===== src/rtl/shift_pkg.sv =====
// Shared mode encoding for the universal shift register and its users.
package shift_pkg;

  typedef logic [2:0] shift_mode_t;

  localparam shift_mode_t MODE_HOLD = 3'd0;
  localparam shift_mode_t MODE_SHL  = 3'd1;
  localparam shift_mode_t MODE_SHR  = 3'd2;
  localparam shift_mode_t MODE_LOAD = 3'd3;
  localparam shift_mode_t MODE_ROTL = 3'd4;
  localparam shift_mode_t MODE_ROTR = 3'd5;
  localparam shift_mode_t MODE_CLR  = 3'd6;

endpackage


===== src/rtl/shift_cnt.sv =====
// Saturating up-counter with a registered flag that is high while the count sits at MAX.
module shift_cnt #(
  parameter int MAX = 4,
  parameter int CW  = $clog2(MAX + 1)
) (
  input  logic          ck,
  input  logic          res_n,
  input  logic          inc,
  input  logic          clr,
  output logic [CW-1:0] cnt,
  output logic          full
);

  localparam logic [CW-1:0] CNT_MAX = CW'(MAX);

  // NOTE: sequential state uses non-blocking assignments so every flop samples pre-edge values.
  always_ff @(posedge ck or negedge res_n) begin
    if (!res_n) begin
      cnt  <= '0;
      full <= 1'b0;
    end else if (clr) begin
      cnt  <= '0;
      full <= 1'b0;
    end else if (inc && (cnt != CNT_MAX)) begin
      cnt  <= cnt + 1'b1;
      // Flag rises on the same edge the count reaches MAX, not one cycle later.
      full <= (cnt == CNT_MAX - 1'b1);
    end
  end

endmodule


===== src/rtl/univ_shift_reg.sv =====
// Universal shift register: shift left/right, rotate, parallel load, clear, with a saturating shift count.
module univ_shift_reg
  import shift_pkg::*;
#(
  parameter int W  = 4,
  parameter int CW = $clog2(W + 1)
) (
  input  logic          ck,
  input  logic          res_n,
  input  logic          en,
  input  logic [2:0]    mode,
  input  logic          sin,
  input  logic [W-1:0]  pin,
  output logic [W-1:0]  q,
  output logic          sout_l,
  output logic          sout_r,
  output logic [CW-1:0] cnt,
  output logic          full
);

  logic cnt_inc;
  logic cnt_clr;

  assign cnt_inc = en && ((mode == MODE_SHL) || (mode == MODE_SHR));
  assign cnt_clr = en && ((mode == MODE_LOAD) || (mode == MODE_CLR));

  always_ff @(posedge ck or negedge res_n) begin
    if (!res_n) begin
      q <= '0;
    end else if (en) begin
      case (mode)
        MODE_SHL:  q <= {q[W-2:0], sin};
        MODE_SHR:  q <= {sin, q[W-1:1]};
        MODE_LOAD: q <= pin;
        MODE_ROTL: q <= {q[W-2:0], q[W-1]};
        MODE_ROTR: q <= {q[0], q[W-1:1]};
        MODE_CLR:  q <= '0;
        default:   q <= q;  // HOLD and the reserved code
      endcase
    end
  end

  assign sout_l = q[W-1];
  assign sout_r = q[0];

  shift_cnt #(
    .MAX (W)
  ) u_cnt (
    .ck    (ck),
    .res_n (res_n),
    .inc   (cnt_inc),
    .clr   (cnt_clr),
    .cnt   (cnt),
    .full  (full)
  );

endmodule


===== config.mk =====
export PLATFORM = sky130hd
export DESIGN_NAME = univ_shift_reg
export DESIGN_NICKNAME = d
export VERILOG_FILES = /design/src/rtl/shift_pkg.sv /design/src/rtl/shift_cnt.sv /design/src/rtl/univ_shift_reg.sv
export SDC_FILE = /design/constraint.sdc
export NUM_CORES = 1
export LEC_CHECK = 0
export CAP_MARGIN = 20
export CORE_MARGIN = 10
export CORE_UTILIZATION = 47
export DETAILED_ROUTE_END_ITERATION = 10
export GPL_ROUTABILITY_DRIVEN = 0
export PLACE_DENSITY = 0.82
export SLEW_MARGIN = 0
export SYNTH_ARGS = -nofsm -noshare
export SYNTH_HDL_FRONTEND = slang
export SYNTH_SLANG_ARGS = --single-unit

===== constraint.sdc =====
create_clock -name ck -period 1.8 [get_ports ck]
set_input_delay 0.54 -clock ck [delete_from_list [all_inputs] [get_ports ck]]
set_output_delay 0.54 -clock ck [all_outputs]
set_load 0.01 [all_outputs]

==> results.yml <==
status:
  outcome: "completed"
yosys:
  yosysSeqAreaShare_pct: 31.94
  synthArstFlopShare_pct: 100.0
  synth_nets: 88
  synth_top_cell_by_area: "dfrtp_1"
  synth-edff-count: 0
  ys_warn_count: 0
  syn_avg_cell_area_um2: 8.471
  yosys-top-cells-count: "dfrtp_1 (8), nor2_1 (8), o21ai_0 (7)"
  synthTopCellsByArea: "dfrtp_1 (32%), mux2i_1 (8.0%), ha_1 (6.0%)"
  synth_top_area_share_pct: 31.94
  yosysUniqueCellTypes: 26
  ys.flop_type: "dfrtp_1"
  synth_cells: 74
  syn_area_um2: 626.9
  ys_seq_elements: 8
placed_design:
  place_area_um2: 885.9
  port_buffers: 20
  place_inst: 113
  place_hpwl_mm: 1.397
  place_ws_ns: -0.2136
global_routing:
  grt_usage_pct: 10.35
  grt_max_degree: 13
  grt_pass1_vias: 619
  grt_antenna_before_repair: 0
  grt-ovfl-total: 0
  grt_pass1_wl_mm: 2.760
floorplan:
  core_um2: 1285
  start_util_pct: 48.78
  die-width_um: 56.52
  ios: 21
  num_rows: 13
  die_h_um: 56.52
  design.die.area_um2: 3195
timing:
  hold_viol: 0
  fin_crit_sh_pct: 97.08
  fin_skew_ns: 0.006948
  tightest_slew_ns: 0.3693
  setup_viol: 0
  timing.fmax_ghz: 0.5723
  final-max-slew-violation-count: 0
  rsz0062_at_grt: "false"
  fin_ws_ns: 0.05258
  finalCriticalPeriod_ns: 1.747
  hold_ws_ns: 0.5426
  slew_headroom_pct: 75.31
final_layout:
  layout-drive-gt1-share_pct: 20.95
  antenna-diode-count: 0
  nNetsFinal: 121
  fin_area_um2: 969.7
  layout.cells.non_filler: 120
  area_growth_pct: 54.69
worst_setup_path:
  r2r_cells: 6
  start_kind: "register"
  critPathMaxStageDelay_ns: 0.57
  ff2ff_setup_slack_ns: 0.43
  cp_num_buf_inv: 1
  cp_data_required_time_ns: 1.26
  cp_max_fo: 4
  worstSetupEndpointType: "output port"
  worstSetupPathType: "reg -> out"
  cp_slowest_cell: "clkdlybuf4s50_1"
  r2r_end: "u_cnt.cnt[2]"
  rr_startpoint: "u_cnt.cnt[0]"
  arrival_ns: 1.21
  critical_path.top_delay_family: "buffers and inverters"
  cp-startpoint: "u_cnt.cnt[1]"
  path_cells: "clkdlybuf4s50_1"
route:
  viasPerCell: 5.358
  ant_nets: 0
  drtIter0Drc: 11
  route.detailed.drc: 0
  firstDrtPassIters: 4
  wl_mm: 1.779
  vias: 643
  wl_per_cell_um: 14.83
cts:
  clockBufferDepth: 2
  clkTransAtPathRegs_ns: 0.05
  cts_sinks: 8
  cts_hold_buffers: 0
  cts_made_buffers: 3
  root_buffer: "clkbuf_4"
  h-tree-depth: 1
  clock_latency_ns: 0.25
  cts_tree: "done"
hold_path:
  worstHoldStart: "u_cnt.full"
  whs_path_depth: 2
  hold_class: "reg -> reg"
  hold_end: "u_cnt.full"
run:
  cap_violations: 0
power_and_ir_drop:
  leakage_nw: 0.5017
  vdd_drop_max_v: 0.0004490
  power.density_nw_per_um2: 814.4
  total_power_w: 0.0007897
## logic make-up after synthesis
family / Yosys count / share of synthesized area (%)
buf+inv: 12 / 9.781
mux: 5 / 7.984
simple gates: 24 / 22.35
compound gates: 19 / 17.76
fa+ha+maj: 3 / 5.989
flops: 8 / 31.94
xor+xnor: 3 / 4.192
## cell usage in the layout, fill, tap and decap left out, types with 2 or more instances in the layout
cell             synthesis  routed
buf_4                    3      14
o21ai_0                  7       7
dlymetal6s2s_1           0       6
a21oi_1                  5       5
nand2_1                  4       4
nand2b_1                 2       2
nor2_1                   8       8
clkbuf_4                 0       3
xor2_1                   2       2
dfrtp_1                  8       7
ha_1                     3       3
a31oi_1                  2       2
o22ai_1                  2       2
inv_1                    5       5
clkdlybuf4s50_1          0      14
mux2i_1                  5       5
and3_1                   2       2
## tightest hold or removal path, cell delays in order (launching register included)
cell	delay (ns)
dfrtp_1	0.34
mux2i_1	0.08
nor2_1	0.08
## how the worst max path moves through the flow
stage              endpoint  slack, ns  depth (start not counted)
3_5_place_dp           q[2]      -0.21                          6
3_3_place_gp   u_cnt.cnt[2]      -0.14                          5
5_1_grt              cnt[2]       0.01                          1
6_report             cnt[1]       0.05                          1
4_1_cts                q[2]      0.003                          1
2_1_floorplan          q[3]       0.29                          5
## flip-flops by register name, summed over array words and instances, names as in the netlist
register	count
q	4
u_cnt.cnt	3
u_cnt.full	1
## layout make-up
cell class / count / area (um2)
fill: 91 / 315.3
clock buffer: 3 / 22.52
tap: 15 / 18.77
multi-input combinational: 54 / 376.6
timing repair buffer: 35 / 331.6
sequential: 8 / 201.4
inverter: 5 / 18.77
## what timing repair did
item                       4_1_cts  5_1_grt
buffers inserted                 1        3
gates resized for setup          0       10
setup endpoints to repair        2       10
## stage by stage
stage / utilization (%) / TNS, ns
2_1_floorplan: - / 0
5_1_grt: 75.46 / 0
4_1_cts: 71.28 / 0
6_report: 75.46 / 0
3_5_place_dp: 68.94 / -1.335
3_3_place_gp: 68.94 / -0.7817
## layer usage
layer	up-vias	global-route usage, %	wire, um
met1	303	11.98	745
li1	319	-	-
met4	0	4.811	0
met5	-	0	0
met2	21	16.77	948
met3	0	3.146	85
## where the power goes
group	switching [W]	leakage, nW	internal [W]
registers	0.0000435	0.0992	0.000225
clock network	0.0000566	0.0138	0.0000760
logic	0.000171	0.389	0.000217
total	0.000271	0.502	0.000519
Note: power is estimated with default switching activity, not from simulation.
